===== config.mk =====
export PLATFORM = sky130hd
export DESIGN_NAME = warden_sequencer
export DESIGN_NICKNAME = d
export VERILOG_FILES = /design/src/rtl/warden_sequencer.sv
export SDC_FILE = /design/constraint.sdc
export NUM_CORES = 1
export LEC_CHECK = 0
export BUFFER_PORTS_ARGS = -buffer_cell sky130_fd_sc_hd__buf_2
export CAP_MARGIN = 10
export CORE_MARGIN = 3
export CORE_UTILIZATION = 45
export CTS_CLUSTER_DIAMETER = 200
export DETAILED_ROUTE_END_ITERATION = 7
export PLACE_DENSITY_LB_ADDON = 0.3
export SYNTH_ARGS = -nofsm -noshare
export SYNTH_HDL_FRONTEND = slang
export SYNTH_SLANG_ARGS = --single-unit

===== constraint.sdc =====
create_clock -name clk -period 3.7 [get_ports clk]
set_clock_uncertainty 0.2 [all_clocks]
set_input_delay 0.37 -clock clk [delete_from_list [all_inputs] [get_ports clk]]
set_output_delay 0.37 -clock clk [all_outputs]
set_load 0.1 [all_outputs]

===== src/rtl/warden_sequencer.sv =====
// rtl/warden_sequencer.sv - drives one prisoner through the loop-following strategy
// Opens cost four cycles (Reset, Load, Compare, Check); results accumulate per prisoner.
module warden_sequencer #(
  parameter int          N_BOXES   = 8,
  parameter int          MAX_OPENS = 4,
  parameter logic [31:0] GUARD_KEY = 32'hCAFEFACE,
  localparam int         AW        = $clog2(N_BOXES),
  localparam int         CW        = $clog2(N_BOXES + 1),
  localparam int         OW        = $clog2(MAX_OPENS + 1)
) (
  input  logic               clk,
  input  logic               rst,
  input  logic               start,
  input  logic               box_wr_en,
  input  logic [AW-1:0]      box_wr_addr,
  input  logic [7:0]         box_wr_data,
  output logic [2:0]         state_reg,
  output logic [31:0]        guard_key,
  output logic [7:0]         input_data,
  input  logic               fail,
  input  logic               attempted,
  output logic               busy,
  output logic               done,
  output logic               success,
  output logic [CW-1:0]      fail_count,
  output logic [N_BOXES-1:0] result_vec,
  output logic               err
);

  typedef enum logic [2:0] {S_IDLE, S_P_RST, S_P_LOAD, S_P_CMP, S_P_CHK, S_DONE} state_t;

  localparam logic [2:0] CMD_RESET   = 3'b100;
  localparam logic [2:0] CMD_LOAD    = 3'b001;
  localparam logic [2:0] CMD_COMPARE = 3'b010;
  localparam logic [2:0] CMD_HOLD    = 3'b000;

  state_t               r_state;
  logic [7:0]           r_box [N_BOXES];
  logic [AW-1:0]        r_p;
  logic [AW-1:0]        r_b;
  logic [OW-1:0]        r_opens;
  logic                 r_busy;
  logic                 r_done;
  logic                 r_success;
  logic [CW-1:0]        r_fail_count;
  logic [N_BOXES-1:0]   r_result_vec;
  logic                 r_err;
  logic [2:0]           r_state_reg;
  logic [31:0]          r_guard_key;
  logic [7:0]           r_input_data;

  logic [7:0]           w_box_val;
  logic                 w_failed;
  logic                 w_last_open;
  logic                 w_bad_box;
  logic                 w_advance;
  logic                 w_fc_inc;
  logic [CW-1:0]        w_fc_next;
  logic                 w_last_p;

  assign w_box_val   = r_box[r_b];
  // A Compare the prisoner did not register is scored as a failed open.
  assign w_failed    = fail || !attempted;
  assign w_last_open = (int'(r_opens) + 1) == MAX_OPENS;
  assign w_bad_box   = int'(w_box_val) >= N_BOXES;
  assign w_advance   = !w_failed || w_last_open || w_bad_box;
  assign w_fc_inc    = w_failed && (w_last_open || w_bad_box);
  assign w_fc_next   = r_fail_count + CW'(w_fc_inc);
  assign w_last_p    = r_p == AW'(N_BOXES - 1);

  // Box contents survive reset; only a write while idle changes them.
  always_ff @(posedge clk) begin
    if (box_wr_en && !r_busy) r_box[box_wr_addr] <= box_wr_data;
  end

  always_ff @(posedge clk) begin
    if (rst) begin
      r_state      <= S_IDLE;
      r_p          <= '0;
      r_b          <= '0;
      r_opens      <= '0;
      r_busy       <= 1'b0;
      r_done       <= 1'b0;
      r_success    <= 1'b0;
      r_fail_count <= '0;
      r_result_vec <= '0;
      r_err        <= 1'b0;
      r_state_reg  <= CMD_RESET;
      r_guard_key  <= '0;
      r_input_data <= '0;
    end else begin
      case (r_state)
        S_IDLE, S_DONE: begin
          r_state_reg <= CMD_RESET;
          if (start) begin
            r_busy       <= 1'b1;
            r_done       <= 1'b0;
            r_success    <= 1'b0;
            r_fail_count <= '0;
            r_result_vec <= '0;
            r_err        <= 1'b0;
            r_p          <= '0;
            r_b          <= '0;
            r_opens      <= '0;
            r_state      <= S_P_RST;
          end
        end
        S_P_RST: begin
          r_state      <= S_P_LOAD;
          r_state_reg  <= CMD_LOAD;
          r_guard_key  <= GUARD_KEY;
          r_input_data <= 8'(r_p);
        end
        S_P_LOAD: begin
          r_state      <= S_P_CMP;
          r_state_reg  <= CMD_COMPARE;
          r_guard_key  <= '0;
          r_input_data <= w_box_val;
        end
        S_P_CMP: begin
          r_state      <= S_P_CHK;
          r_state_reg  <= CMD_HOLD;
          r_input_data <= '0;
        end
        S_P_CHK: begin
          r_state_reg  <= CMD_RESET;
          r_fail_count <= w_fc_next;
          if (!attempted) r_err <= 1'b1;
          if (!w_failed) r_result_vec[r_p] <= 1'b1;
          if (w_failed && !w_last_open && w_bad_box) r_err <= 1'b1;
          if (w_advance) begin
            r_opens <= '0;
            if (w_last_p) begin
              r_state   <= S_DONE;
              r_busy    <= 1'b0;
              r_done    <= 1'b1;
              r_success <= (w_fc_next == '0);
            end else begin
              r_p     <= r_p + 1'b1;
              r_b     <= r_p + 1'b1;
              r_state <= S_P_RST;
            end
          end else begin
            r_opens <= r_opens + 1'b1;
            r_b     <= w_box_val[AW-1:0];
            r_state <= S_P_RST;
          end
        end
        default: r_state <= S_IDLE;
      endcase
    end
  end

  assign busy       = r_busy;
  assign done       = r_done;
  assign success    = r_success;
  assign fail_count = r_fail_count;
  assign result_vec = r_result_vec;
  assign err        = r_err;
  assign state_reg  = r_state_reg;
  assign guard_key  = r_guard_key;
  assign input_data = r_input_data;

endmodule


==> results of run 1 <==
## cell usage in the layout (no fill, tap or decap), types with 2 or more instances in the layout
cell	count
sky130_fd_sc_hd__nor4_1	2
sky130_fd_sc_hd__buf_4	7
sky130_fd_sc_hd__a31oi_1	4
sky130_fd_sc_hd__conb_1	10
sky130_fd_sc_hd__nand2b_1	12
sky130_fd_sc_hd__nor3_1	15
sky130_fd_sc_hd__a21oi_1	28
sky130_fd_sc_hd__and2_1	2
sky130_fd_sc_hd__buf_2	65
sky130_fd_sc_hd__nand3_1	8
sky130_fd_sc_hd__a211o_1	3
sky130_fd_sc_hd__o21ai_0	8
sky130_fd_sc_hd__dfxtp_1	43
sky130_fd_sc_hd__ha_1	6
sky130_fd_sc_hd__xnor2_1	2
sky130_fd_sc_hd__nor2_1	39
sky130_fd_sc_hd__a22oi_1	4
sky130_fd_sc_hd__or4_1	3
sky130_fd_sc_hd__clkbuf_8	9
sky130_fd_sc_hd__nand4_1	2
sky130_fd_sc_hd__nor2b_1	16
sky130_fd_sc_hd__inv_8	3
sky130_fd_sc_hd__mux2_2	6
sky130_fd_sc_hd__mux4_2	14
sky130_fd_sc_hd__mux2i_1	7
sky130_fd_sc_hd__nand2_1	16
sky130_fd_sc_hd__a211oi_1	2
sky130_fd_sc_hd__nor3b_1	3
sky130_fd_sc_hd__inv_1	5
sky130_fd_sc_hd__edfxtp_1	64
sky130_fd_sc_hd__o211ai_1	2
sky130_fd_sc_hd__a21o_1	3
## area by class of cell
class / count / area share, %
Clock inverter: 7 / 1.585
Timing Repair Buffer: 72 / 7.366
Inverter: 5 / 0.3659
Clock buffer: 9 / 2.415
Sequential cell: 107 / 54.24
Tap cell: 133 / 3.244
Multi-Input combinational cell: 229 / 30.78
## through the flow
step / setup slack, ns / util (%) / hold WS [ns]
floorplan: 0.8417 / - / 0.2451
global placement: 0.4063 / 49.70 / 0.2447
detailed placement: 0.2860 / 49.70 / 0.2562
CTS: 0.2415 / 51.77 / 0.06151
global route: 0.01261 / 51.77 / 0.05998
finish: 0.3098 / 51.77 / 0.07729
## cells by family after synthesis
| logic type | after synthesis | share of synthesized area [%] |
|---|---|---|
| AND/OR/NAND/NOR | 122 | 13.05 |
| flip-flops | 107 | 59.72 |
| AO/OA/AOI/OAI | 60 | 7.895 |
| buffers and inverters | 54 | 7.116 |
| multiplexers | 28 | 9.962 |
| adder cells (fa/ha/maj) | 6 | 1.611 |
| XOR/XNOR | 3 | 0.5640 |
| other | 1 | 0.08048 |
## final timing paths
check                                    start  cells past startpoint           to
worst max-delay path                      flop                      6         flop
worst min-delay path            box_wr_data[4]                      1  r_box[7][4]
worst max register to register            flop                      6         flop
worst min register to register            done                      2         done
## routing by layer
layer | global-route usage, % | vias up | part of all wire, %
met4 | 3.877 | 0 | 0.48
li1 | - | 1439 | -
met1 | 21.46 | 1417 | 44
met3 | 3.299 | 4 | 6.9
met2 | 27.09 | 105 | 49
met5 | 0 | - | 0
## power by group
part	total, W	internal (W)	leakage (nW)	switching [W]
sequential	0.00133	0.00130	0.929	0.0000380
combinational	0.000567	0.0000854	0.889	0.000482
clock	0.000729	0.000326	0.107	0.000403
total	0.00263	0.00171	1.93	0.000922
==> Implementation_results.wiki, run 1 <==
{| class="wikitable"
! Metric !! Value
|-
| Largest register FFs || 64
|-
| Sum Neg Setup Slack || 0 ns
|-
| Gr usage total || 16.11%
|-
| Total clock buffers created by CTS || 9
|-
| Vias in the first global route || 2859
|-
| Cell area after synthesis || 0.004659 sq mm
|-
| Detailed-router iteration count before antenna repair || 5
|-
| Syn. warnings || 0
|-
| Max transition margin || 38.64%
|-
| Power per standard cell area || 512.6 mW/mm^2
|-
| Arr. time, crit path || 3.46 ns
|-
| Final instance area || 0.005130 sq mm
|-
| Largest net degree at the start of global routing || 36
|-
| Total number of vias || 2965
|-
| CTS Root Buffer Type || sky130_fd_sc_hd__clkbuf_8
|-
| Slew @ Worst Pin || 0.9170 ns
|-
| Number of enable flip-flop cells after synthesis || 64
|-
| Most common flop cell mapped by yosys || sky130_fd_sc_hd__edfxtp_1
|-
| Count of placed standard cells including taps || 546
|-
| Top-Level Pins || 76
|-
| Endpoint required time on the critical path || 3.77 ns
|-
| Postcts setup bufs || 0
|-
| Total wire length || 8945 um
|-
| Starting Density || 47.02%
|-
| Total Nets Final || 447
|-
| Number of buffers added to fix hold violations after cts || 0
|-
| Top delay family on crit path || simple AND/OR/NAND/NOR gates
|-
| Final Max Slew Viols || 0
|-
| Floorplan die height || 107.8 um
|-
| Leading post-synthesis cells by instance count || 64 x sky130_fd_sc_hd__edfxtp_1, 43 x sky130_fd_sc_hd__dfxtp_1, 39 x sky130_fd_sc_hd__nor2_1
|-
| Nature of the critical path startpoint || flop
|-
| Pleak || 1.925 nW
|-
| Run status || completed
|-
| Worst-path cell chain || mux4_2 > mux2_2 > or2_1 > or3_1 > or4_1 > o211ai_1
|-
| DIE AREA || 0.01161 sq mm
|-
| Horiz. Die Dim || 107.8 um
|-
| Cell type of the slowest stage on the worst timing path || sky130_fd_sc_hd__dfxtp_1
|-
| GPL Wtd Cong || 0.7408
|-
| Unrepaired setup endpoints after global routing || no
|-
| Antenna viol nets, final || 0
|-
| Register containing the most flip-flops in the final layout || r_box
|-
| Count leader, synth || sky130_fd_sc_hd__edfxtp_1
|-
| Cell variety after synth || 45
|-
| Sort of element at the end of the critical path || flop
|-
| Via density per instance || 5.276
|-
| Biggest area consumer among synthesized cells || sky130_fd_sc_hd__edfxtp_1
|-
| Global-route wire length before repair || 14480 um
|-
| Area taken by multi-input logic gates || 0.001579 sq mm
|-
| Number of DRC markers in iteration 0 || 130
|-
| Number of fill cells in the layout || 872
|-
| Final critical-path required period || 3.390 ns
|-
| CTS tree || built
|-
| Antenna cells || 0
|-
| Hold Violations, Final || 0
|-
| Startpoint-to-endpoint class of the critical path || reg -> reg
|-
| Wirelength per Cell || 15.92 um
|-
| CP peak stage delay || 0.73 ns
|-
| Share of the clock period used by the worst path after layout || 91.63%
|-
| Share of the synthesized area in the top cell type || 41.25%
|-
| Setup-violating endpoint count in the final report || 0
|-
| Clock net sink count || 107
|-
| Latest clock arrival within the worst-skew pair || 0.36 ns
|-
| Combined buffer and inverter count along the critical path || 0
|-
| Fraction of layout cells with a size suffix above 1 || 25.41%
|-
| Total design power || 0.002630 W
|-
| Post-detailed-placement cell area || 0.004925 sq mm
|-
| Initial antenna violation count || 0
|-
| Worst VDD drop || 0.3165 mV
|-
| Core area || 0.009910 sq mm
|-
| Number of storage elements in the synthesis netlist || 107
|-
| Register area || 0.002783 sq mm
|-
| CTS H-Tree Depth || 3
|-
| Leading cell types by total area after synthesis || sky130_fd_sc_hd__edfxtp_1 41%, sky130_fd_sc_hd__dfxtp_1 18%, sky130_fd_sc_hd__mux4_2 6.8%
|-
| Largest fanout on the critical path || 12
|-
| Max_cap viols || 0
|-
| Area growth, synth to finish || 10.10%
|-
| Async set or reset register ratio after synthesis || 0%
|-
| Congestion Overflow GR || 0
|-
| Worst-path clk slew || 0.10 ns
|-
| Non-filler instance count after layout || 562
|-
| Clock Tree Buf Depth || 2
|-
| # DRC || 0
|-
| Input/output buffers || 65
|-
| Core Rows || 36
|-
| Avg Cell Area, Syn || 12.23 sq um
|-
| Worst-case register-to-register setup slack || 0.31 ns
|-
| Post-synthesis cell count || 381
|-
| Register area share after synthesis || 59.72%
|-
| Upper clock frequency limit || 295.0 MHz
|-
| Post-CTS sizing || 0
|-
| Hold crit path type || in -> reg
|-
| DPL Wire Length || 6243 um
|}
Note: power is estimated with default switching activity, not from simulation.
==> run 2: changes to the inputs <==
--- a/config.mk
+++ b/config.mk
@@ -11,6 +11,7 @@
 export CORE_UTILIZATION = 45
 export CTS_CLUSTER_DIAMETER = 200
 export DETAILED_ROUTE_END_ITERATION = 7
+export MAX_ROUTING_LAYER = met4
 export PLACE_DENSITY_LB_ADDON = 0.3
 export SYNTH_ARGS = -nofsm -noshare
 export SYNTH_HDL_FRONTEND = slang
==> run 2 against run 1 <==
Combinational power is essentially flat. Final area is the same. First-iteration DRC count grew 6.2%. Critical path depth is the same. Clock power is essentially flat. Hold slack is essentially flat. Sequential share of layout area is the same. Clock-buffer cell count is the same. Worst setup slack lost 0.0088 ns.
==> Implementation_results.wiki, run 2 (same netlist as run 1, synthesis figures left out) <==
{| class="wikitable"
! Metric !! Value
|-
| Run status || completed
|-
| Horiz. Die Dim || 107.8 um
|-
| Share of the clock period used by the worst path after layout || 91.86%
|-
| Starting Density || 47.02%
|-
| Final Max Slew Viols || 0
|-
| Proportion of total power due to net switching || 35.11%
|-
| Endpoint required time on the critical path || 3.77 ns
|-
| Area growth, synth to finish || 10.10%
|-
| Pleak || 1.925 nW
|-
| CTS H-Tree Depth || 3
|-
| Gr usage total || 16.55%
|-
| Total Nets Final || 447
|-
| Global-route wire length before repair || 14480 um
|-
| Largest register FFs || 64
|-
| Top-Level Pins || 76
|-
| Antenna viol nets, final || 0
|-
| Wirelength per Cell || 15.84 um
|-
| Hold Violations, Final || 0
|-
| Fraction of layout cells with a size suffix above 1 || 25.41%
|-
| Clock net sink count || 107
|-
| Core area || 0.009910 sq mm
|-
| Unrepaired setup endpoints after global routing || no
|-
| Number of buffers added to fix hold violations after cts || 0
|-
| Congestion Overflow GR || 0
|-
| Internal power || 0.001707 W
|-
| Total clock buffers created by CTS || 9
|-
| Floorplan die height || 107.8 um
|-
| CTS Root Buffer Type || sky130_fd_sc_hd__clkbuf_8
|-
| Arr. time, crit path || 3.47 ns
|-
| Input/output buffers || 65
|-
| Upper clock frequency limit || 294.2 MHz
|-
| Detailed-router iteration count before antenna repair || 5
|-
| Vias in the first global route || 2860
|-
| Share of total power in combinational logic || 21.5%
|-
| Power per standard cell area || 512.9 mW/mm^2
|-
| Clock Tree Buf Depth || 2
|-
| Sort of element at the end of the critical path || flop
|-
| GPL Wtd Cong || 0.7500
|-
| CTS tree || built
|-
| Nature of the critical path startpoint || flop
|-
| Largest net degree at the start of global routing || 36
|-
| # DRC || 0
|-
| Number of DRC markers in iteration 0 || 138
|-
| Worst-path clk slew || 0.10 ns
|-
| Hold crit path type || in -> reg
|-
| Latest clock arrival within the worst-skew pair || 0.36 ns
|-
| Post-route core utilization || 51.77%
|-
| Startpoint-to-endpoint class of the critical path || reg -> reg
|-
| Via density per instance || 5.285
|-
| DIE AREA || 0.01161 sq mm
|-
| Initial antenna violation count || 0
|-
| Register containing the most flip-flops in the final layout || r_box
|-
| Post-CTS sizing || 0
|-
| Core Rows || 36
|-
| Net switching component of the power || 0.0009238 W
|-
| Max transition margin || 42.10%
|-
| Share of total power in sequential cells || 50.7%
|-
| Sum Neg Setup Slack || 0 ns
|-
| Total wire length || 8904 um
|-
| DPL Wire Length || 6243 um
|-
| Largest fanout on the critical path || 12
|-
| Setup-violating endpoint count in the final report || 0
|-
| Slew @ Worst Pin || 0.8618 ns
|-
| Postcts setup bufs || 0
|-
| Share of total power in the clock network || 27.8%
|-
| Total number of vias || 2970
|-
| Max_cap viols || 0
|-
| Commonest non-fill, non-tap cell in the layout || sky130_fd_sc_hd__buf_2
|-
| Antenna cells || 0
|-
| Final critical-path required period || 3.399 ns
|-
| Worst VDD drop || 0.3163 mV
|-
| Commonest cells after routing, fill and taps aside || 65 x sky130_fd_sc_hd__buf_2, 64 x sky130_fd_sc_hd__edfxtp_1, 43 x sky130_fd_sc_hd__dfxtp_1
|}
[run 2: cell counts in the layout (fill, tap and decap cells not counted)]
Identical to the previous run, type by type.
[run 2: layout make-up]
| class | instances | area [sq um] |
|---|---|---|
| inverters | 5 | 18.77 |
| fillers | 872 | 4780 |
| clock buffers | 9 | 123.9 |
| flip-flops and latches | 107 | 2783 |
| clock inverters | 7 | 81.33 |
| multi-input cells | 229 | 1579 |
| repair buffers | 72 | 377.9 |
| well taps | 133 | 166.4 |
[run 2: path summary, 6_finish.rpt]
path	end	slack, ns	cells after the start	from
worst max-delay path	flop	0.30	6	flop
worst min-delay path	r_box[1][7]	0.08	1	box_wr_data[7]
worst max register to register	flop	0.30	6	flop
worst min register to register	done	0.27	2	done
[run 2: metrics by stage]
step | instance area (sq um) | instances | power, W | hold slack [ns] | worst slack [ns]
final | 5130 | 562 | 0.002631 | 0.07686 | 0.3010
after global routing | 5130 | 562 | 0.002734 | 0.05999 | 0.01261
after CTS | 5130 | 562 | 0.002652 | 0.06151 | 0.2415
after detailed placement | 4925 | 546 | 0.001928 | 0.2562 | 0.2860
after global placement | 4925 | 546 | 0.001923 | 0.2447 | 0.4063
after floorplan | 4693 | 390 | 0.001882 | 0.2451 | 0.8417
[run 2: worst max-delay path, stage by stage (launching register included)]
cell and delay [ns]:
sky130_fd_sc_hd__dfxtp_1 0.73, sky130_fd_sc_hd__mux4_2 0.58, sky130_fd_sc_hd__mux2_2 0.29, sky130_fd_sc_hd__or2_1 0.25, sky130_fd_sc_hd__or3_1 0.55, sky130_fd_sc_hd__or4_1 0.57
sky130_fd_sc_hd__o211ai_1 0.14
[run 2: metal layers]
layer / global-route usage (%) / vias to the layer above / wire length, um
met4: 3.877 / 0 / 72
met3: 3.299 / 8 / 666
li1: - / 1436 / -
met1: 21.46 / 1408 / 3844
met5: - / - / 0
met2: 27.09 / 118 / 4321
[run 2: power by group through the flow]
stage               clock network [W]  registers [W]  logic (W)
finish                       0.000731        0.00133   0.000567
CTS                          0.000750        0.00133   0.000569
detailed placement                  0        0.00136   0.000568
global route                 0.000801        0.00134   0.000593
global placement                    0        0.00136   0.000564
floorplan                           0        0.00147   0.000412
